$ cat src/rtl/envia_pkg.sv
// envia_pkg: shared definitions for the 8N1 UART transmitter.
//   state_t    - transmitter FSM encoding
//   calc_div   - clk cycles per bit, rounded to nearest
//   cnt_width  - baud counter width for a given divider
package envia_pkg;

    typedef enum logic [1:0] {
        IDLE  = 2'd0,
        START = 2'd1,
        DATA  = 2'd2,
        STOP  = 2'd3
    } state_t;

    function automatic int calc_div(input int clk_freq, input int baud);
        return (clk_freq + baud / 2) / baud;
    endfunction

    // Degenerate dividers are rejected in the top; clamp here so the
    // counter declaration stays legal long enough to report that error.
    function automatic int cnt_width(input int div);
        return (div < 2) ? 1 : $clog2(div);
    endfunction

endpackage

$ cat src/rtl/envia_senal_if.sv
// envia_senal_if: byte handshake between on-board logic and the transmitter.
//   TxD_valid  master -> slave  byte on TxD_data is offered
//   TxD_data   master -> slave  byte to send
//   TxD_ready  slave -> master  holding register empty; transfer on valid & ready
interface envia_senal_if;
    logic       TxD_valid;
    logic [7:0] TxD_data;
    logic       TxD_ready;

    modport master (output TxD_valid, output TxD_data, input TxD_ready);
    modport slave  (input TxD_valid, input TxD_data, output TxD_ready);
endinterface

$ cat src/rtl/generador_baud.sv
// generador_baud: bit-period counter, counts 0..DIV-1 and wraps.
//   clk   in   system clock
//   rst   in   synchronous active-high reset
//   clr   in   restart the count at 0 on the next edge
//   tick  out  high while count == DIV-1 (last cycle of a bit)
module generador_baud
    import envia_pkg::*;
#(
    parameter int DIV = 10
) (
    input  logic clk,
    input  logic rst,
    input  logic clr,
    output logic tick
);

    localparam int            W    = cnt_width(DIV);
    localparam logic [W-1:0]  LAST = W'(DIV - 1);

    logic [W-1:0] cnt_q, cnt_d;

    always_comb begin
        cnt_d = cnt_q + W'(1);
        if (clr || cnt_q == LAST) begin
            cnt_d = '0;
        end
    end

    always_ff @(posedge clk) begin
        if (rst) begin
            cnt_q <= '0;
        end else begin
            cnt_q <= cnt_d;
        end
    end

    assign tick = (cnt_q == LAST);

endmodule

$ cat src/rtl/envia_senal.sv
// envia_senal: 8N1 UART transmitter with a one-byte holding register in
// front of the shifter, so a queued byte leaves back-to-back with no idle gap.
//   clk       in   system clock
//   rst       in   synchronous active-high reset
//   bus       slave handshake (TxD_valid, TxD_data, TxD_ready)
//   TxD       out  registered serial line, idles high
//   TxD_busy  out  a frame is being shifted
//
// state | meaning
// IDLE  | line high, waiting for the holding register to fill
// START | driving the start bit (0)
// DATA  | driving shifter[0], bit index 0..7
// STOP  | driving the stop bit (1); reload from holding if full
module envia_senal
    import envia_pkg::*;
#(
    parameter int CLK_FREQ = 50_000_000,
    parameter int BAUD     = 115_200
) (
    input  logic         clk,
    input  logic         rst,
    envia_senal_if.slave bus,
    output logic         TxD,
    output logic         TxD_busy
);

    localparam int DIV = calc_div(CLK_FREQ, BAUD);

    if (DIV < 2) begin : g_div_check
        $error("envia_senal: DIV must be at least 2");
    end

    state_t     state_q, state_d;
    logic [7:0] hold_q, hold_d;
    logic       full_q, full_d;
    logic [7:0] shift_q, shift_d;
    logic [2:0] idx_q, idx_d;
    logic       txd_q, txd_d;
    logic       tick, clr, accept, load;

    assign bus.TxD_ready = ~full_q;
    assign accept        = bus.TxD_valid & ~full_q;
    assign TxD           = txd_q;
    assign TxD_busy      = (state_q != IDLE);

    // Every state change restarts the bit timer so each bit is exactly DIV long.
    assign clr = (state_d != state_q);

    generador_baud #(.DIV(DIV)) u_baud (
        .clk  (clk),
        .rst  (rst),
        .clr  (clr),
        .tick (tick)
    );

    always_comb begin
        state_d = state_q;
        shift_d = shift_q;
        idx_d   = idx_q;
        txd_d   = txd_q;
        load    = 1'b0;
        unique case (state_q)
            IDLE: begin
                if (full_q) begin
                    state_d = START;
                    shift_d = hold_q;
                    load    = 1'b1;
                    txd_d   = 1'b0;
                end
            end
            START: begin
                if (tick) begin
                    state_d = DATA;
                    txd_d   = shift_q[0];
                    idx_d   = 3'd0;
                end
            end
            DATA: begin
                if (tick) begin
                    if (idx_q == 3'd7) begin
                        state_d = STOP;
                        txd_d   = 1'b1;
                    end else begin
                        shift_d = {1'b0, shift_q[7:1]};
                        txd_d   = shift_q[1];
                        idx_d   = idx_q + 3'd1;
                    end
                end
            end
            STOP: begin
                if (tick) begin
                    if (full_q) begin
                        state_d = START;
                        shift_d = hold_q;
                        load    = 1'b1;
                        txd_d   = 1'b0;
                    end else begin
                        state_d = IDLE;
                    end
                end
            end
            default: state_d = IDLE;
        endcase
    end

    // load only happens with full_q set, i.e. ready low, so it never
    // coincides with an accept.
    always_comb begin
        hold_d = hold_q;
        full_d = full_q;
        if (accept) begin
            hold_d = bus.TxD_data;
            full_d = 1'b1;
        end else if (load) begin
            full_d = 1'b0;
        end
    end

    always_ff @(posedge clk) begin
        if (rst) begin
            state_q <= IDLE;
            hold_q  <= '0;
            full_q  <= 1'b0;
            shift_q <= '0;
            idx_q   <= '0;
            txd_q   <= 1'b1;
        end else begin
            state_q <= state_d;
            hold_q  <= hold_d;
            full_q  <= full_d;
            shift_q <= shift_d;
            idx_q   <= idx_d;
            txd_q   <= txd_d;
        end
    end

endmodule
$ cat src/flat_wrapper.sv
// flat-port wrapper written by rule: the top's interface ports become plain ports
module envia_senal_flat import envia_pkg::*;
#(
    parameter int CLK_FREQ = 50_000_000,
    parameter int BAUD     = 115_200
)
  (clk, rst, TxD, TxD_busy, bus_TxD_valid, bus_TxD_data, bus_TxD_ready);
  envia_senal_if bus_i ();
  input  logic clk;
  input  logic rst;
  output logic TxD;
  output logic TxD_busy;
  input wire logic [$bits(bus_i.TxD_valid)-1:0] bus_TxD_valid;
  input wire logic [$bits(bus_i.TxD_data)-1:0] bus_TxD_data;
  output wire logic [$bits(bus_i.TxD_ready)-1:0] bus_TxD_ready;
  assign bus_i.TxD_valid = bus_TxD_valid;
  assign bus_i.TxD_data = bus_TxD_data;
  assign bus_TxD_ready = bus_i.TxD_ready;
  envia_senal #(.CLK_FREQ(CLK_FREQ), .BAUD(BAUD)) u_core (.clk(clk), .rst(rst), .bus(bus_i), .TxD(TxD), .TxD_busy(TxD_busy));
endmodule
$ cat config.mk
export PLATFORM = sky130hd
export DESIGN_NAME = envia_senal_flat
export DESIGN_NICKNAME = d
export VERILOG_FILES = /design/src/rtl/envia_pkg.sv /design/src/rtl/envia_senal_if.sv /design/src/rtl/generador_baud.sv /design/src/rtl/envia_senal.sv /design/src/flat_wrapper.sv
export SDC_FILE = /design/constraint.sdc
export NUM_CORES = 1
export LEC_CHECK = 0
export ABC_AREA = 1
export BUFFER_PORTS_ARGS = -buffer_cell sky130_fd_sc_hd__clkbuf_2
export CORE_ASPECT_RATIO = 1.1
export CORE_MARGIN = 2
export CORE_UTILIZATION = 60
export CTS_BUF_LIST = sky130_fd_sc_hd__clkbuf_4
export CTS_CLUSTER_DIAMETER = 150
export DETAILED_ROUTE_END_ITERATION = 16
export GPL_ROUTABILITY_DRIVEN = 0
export PLACE_DENSITY_LB_ADDON = 0.1
export SLEW_MARGIN = 20
export SYNTH_ARGS = -nofsm -noshare
export SYNTH_HDL_FRONTEND = slang
export SYNTH_SLANG_ARGS = --single-unit
export TNS_END_PERCENT = 1
$ cat constraint.sdc
create_clock -name clk -period 3 [get_ports clk]
set_input_delay 0.6 -clock clk [delete_from_list [all_inputs] [get_ports clk]]
set_output_delay 0.6 -clock clk [all_outputs]
set_load 0.03 [all_outputs]
==> results.md <==
* Status: finished, final reports clean
* Storage cell area at 641 um^2
* Synthesis-stage register bit count at 32
* Sum Neg Setup Slack at 0 ns
* Htree depth at 2
* Library cells used by synthesis at 28
* Max Root-Sink Buffers at 2
* Power share of the clock group at 32.8%
* Area of the multi-input gates at 897 um^2
* Filler cells at 240
* Fin crit period at 2.03 ns
* Largest net degree at the start of global routing at 21
* CTS tree: yes
* Die ar. at 0.00320 mm^2
* CP Launch Point: u_core.state_q[0]
* Critical Path Slowest Stage Cell: dfxtp_1
* Ports at 14
* Layout Area Growth over Synthesis at 9.58%
* Logic pwr share at 19.2%
* Port-buffer cells at 13
* Worst Tran Pin Value at 0.480 ns
* RSZ-0062 raised after global routing: false
* Design area at 0.00182 mm^2
* Synth area leaders: dfxtp_1, o21ai_0, ha_1, nand2_1, nor3_2
* Gr usage total at 22.2%
* Syn avg cell area at 7.86 um^2
* Gate Count Post-Synth at 211
* Residual DRC at 0
* Worst Path Required at 3.23 ns
* Slew Limit Fails at 0
* EDFF count, synth at 0
* Cell Area, Synth at 0.00166 mm^2
* Cell-internal power at 0.000713 W
* Part of the cycle the worst path needs at 67.6%
* Global-route wire length before repair at 4.99 mm
* Slowest cell delay on critical path at 0.37 ns
* Sequential Power Share at 48.0%
* Layout cells sized above 1 at 21.1%
* Async SR Flop Fraction at 0%
* Worst IR Drop VDD at 437 uV
* Final setup vio count at 0
* Pwr Density at 557 mW/mm^2
* Hpwl dp at 2.27 mm
* CTS Sinks at 32
* First-pass detailed-route iteration total at 4
* Final hold vios at 0
* Top cell type's share of synthesized area at 38.6%
* CTS clock-pin slew for the worst setup and hold paths at 0.10 ns
* Core Area at 0.00270 mm^2
* R2r startpoint: u_core.state_q[0]
* Grt ovf at 0
* Setup CP Type: register to register
* Vias per cell at 5.33
* Clk_lat worst skew at 0.34 ns
* Crit-path cells: inv_1 > ha_1 > inv_1 > a21oi_1 > nand3_2 > o21ai_0 > a21oi_1
* # diodes at 0
* Cts hold-fix bufs at 0
* Initial core utilization at 61.4%
* Synth top cells by count: dfxtp_1, nand2_1, o21ai_0, inv_1, nor2_1
* Die W at 54.1 um
* Clk_skew at 0.00613 ns
* Net switching power at 0.000301 W
* Setup bufs post-CTS at 0
* FMAX at 0.493 GHz
* Drt wl/cell at 11.8 um
* Count leader, synth: dfxtp_1
* Antenna Nets Post-Route at 0
* CTS root buf: clkbuf_4
* Synth warn at 0
* Initial DRC count at 22
* Num rows at 20
* Worst setup SP type: register
* Synth Flop Type: dfxtp_1
* Wirelength, routed at 3.08 mm
* WP data arrival at 2.26 ns
* Syn Nets at 231
* Die Ht at 59.2 um
* Via count at 1,387
* Antenna violations before repair at 0
* Max Cap Viol at 0
* Crit end category: register
* Post-synthesis cell type with the largest combined area: dfxtp_1
* Worst-path fanout max at 20
* CTS Buf Count at 5
* Register area share after synthesis at 38.6%
* Fin nets at 246
* Hold_sp: u_core.shift_q[6]
* Cts repair resizes at 0
* Net Sw Frac at 29.7%
* LEAKAGE at 0.755 nW
* Placed Area at 0.00174 mm^2
* Slew HR at 68.0%
* Vias in the first global route at 1,227
* Hold Crit Class: register to register
through the flow:
| stage | util, % | hold WS (ns) | setup WS [ns] | std cells | total power [W] |
|---|---|---|---|---|---|
| after floorplan | - | 0.424 | 1.36 | 211 | 0.000647 |
| after global placement | 64.3 | 0.439 | 1.10 | 252 | 0.000684 |
| after detailed placement | 64.3 | 0.440 | 0.991 | 252 | 0.000691 |
| after CTS | 67.3 | 0.454 | 0.980 | 260 | 0.00102 |
| after global routing | 67.3 | 0.474 | 0.734 | 260 | 0.00107 |
| final | 67.3 | 0.453 | 0.973 | 260 | 0.00101 |
flip-flops by register name (all words and copies together), names as in the netlist:
signal,count
u_core.u_baud.cnt_q,9
u_core.hold_q,8
u_core.shift_q,8
u_core.idx_q,3
u_core.state_q,2
u_core.TxD,1
u_core.full_q,1
per-layer routing:
layer | vias to the layer above | routed length, um | track usage (%) | part of all wire, %
li1 | 724 | - | - | -
met1 | 627 | 1400 | 24.8 | 45
met2 | 30 | 1480 | 35.1 | 48
met3 | 6 | 148 | 10.1 | 4.8
met4 | 0 | 51 | 10.7 | 1.7
met5 | - | 0 | 0 | 0
cells by family after synthesis:
family                     Yosys count  share of synthesized area, %
adders and majority gates            9                          6.79
and+or+nand+nor                     87                          28.7
AOI/OAI and AO/OA                   47                          15.5
DFF                                 32                          38.6
buffers and inverters               30                          7.31
xor gates and xnor gates             6                          3.17
power groups by stage:
stage / registers [W] / logic (W) / clock network (W)
2_1_floorplan: 0.000496 / 0.000151 / 0
3_3_place_gp: 0.000494 / 0.000189 / 0
3_5_place_dp: 0.000496 / 0.000195 / 0
4_1_cts: 0.000487 / 0.000196 / 0.000341
5_1_grt: 0.000492 / 0.000220 / 0.000360
6_report: 0.000487 / 0.000195 / 0.000332
worst max-delay path: cells and delay by family (launching register included):
kind / cells / cell delay (ns)
adder cells (fa/ha/maj): 1 / 0.29
flip-flops: 1 / 0.37
AND/OR/NAND/NOR: 1 / 0.27
buffers and inverters: 2 / 0.42
AO/OA/AOI/OAI: 3 / 0.57
worst paths after layout:
check	end	slack, ns	cells after the start
hold / removal	u_core.shift_q[6]	0.45	2
setup reg to reg	u_core.shift_q[3]	0.97	7
setup / recovery	u_core.shift_q[3]	0.97	7
hold reg to reg	u_core.shift_q[6]	0.45	2
layout make-up:
class	count	area share, %
Clock buffer	6	2.48
Multi-Input combinational cell	149	49.3
Clock inverter	2	1.93
Inverter	25	5.16
Sequential cell	32	35.2
Timing Repair Buffer	13	3.58
Tap cell	33	2.27
cell usage in the layout, fill, tap and decap left out, types with 3 or more instances in the layout:
cell type / n
nor3_2: 9
nand3_1: 13
inv_1: 22
xor2_1: 3
clkbuf_4: 6
o21ai_1: 4
inv_2: 3
nor2_2: 4
nand3_2: 3
ha_1: 9
clkbuf_2: 13
xnor2_1: 3
nor2_1: 20
dfxtp_1: 32
o21ai_0: 24
nand2_1: 29
a21oi_1: 14
Note: power is estimated with default switching activity, not from simulation.
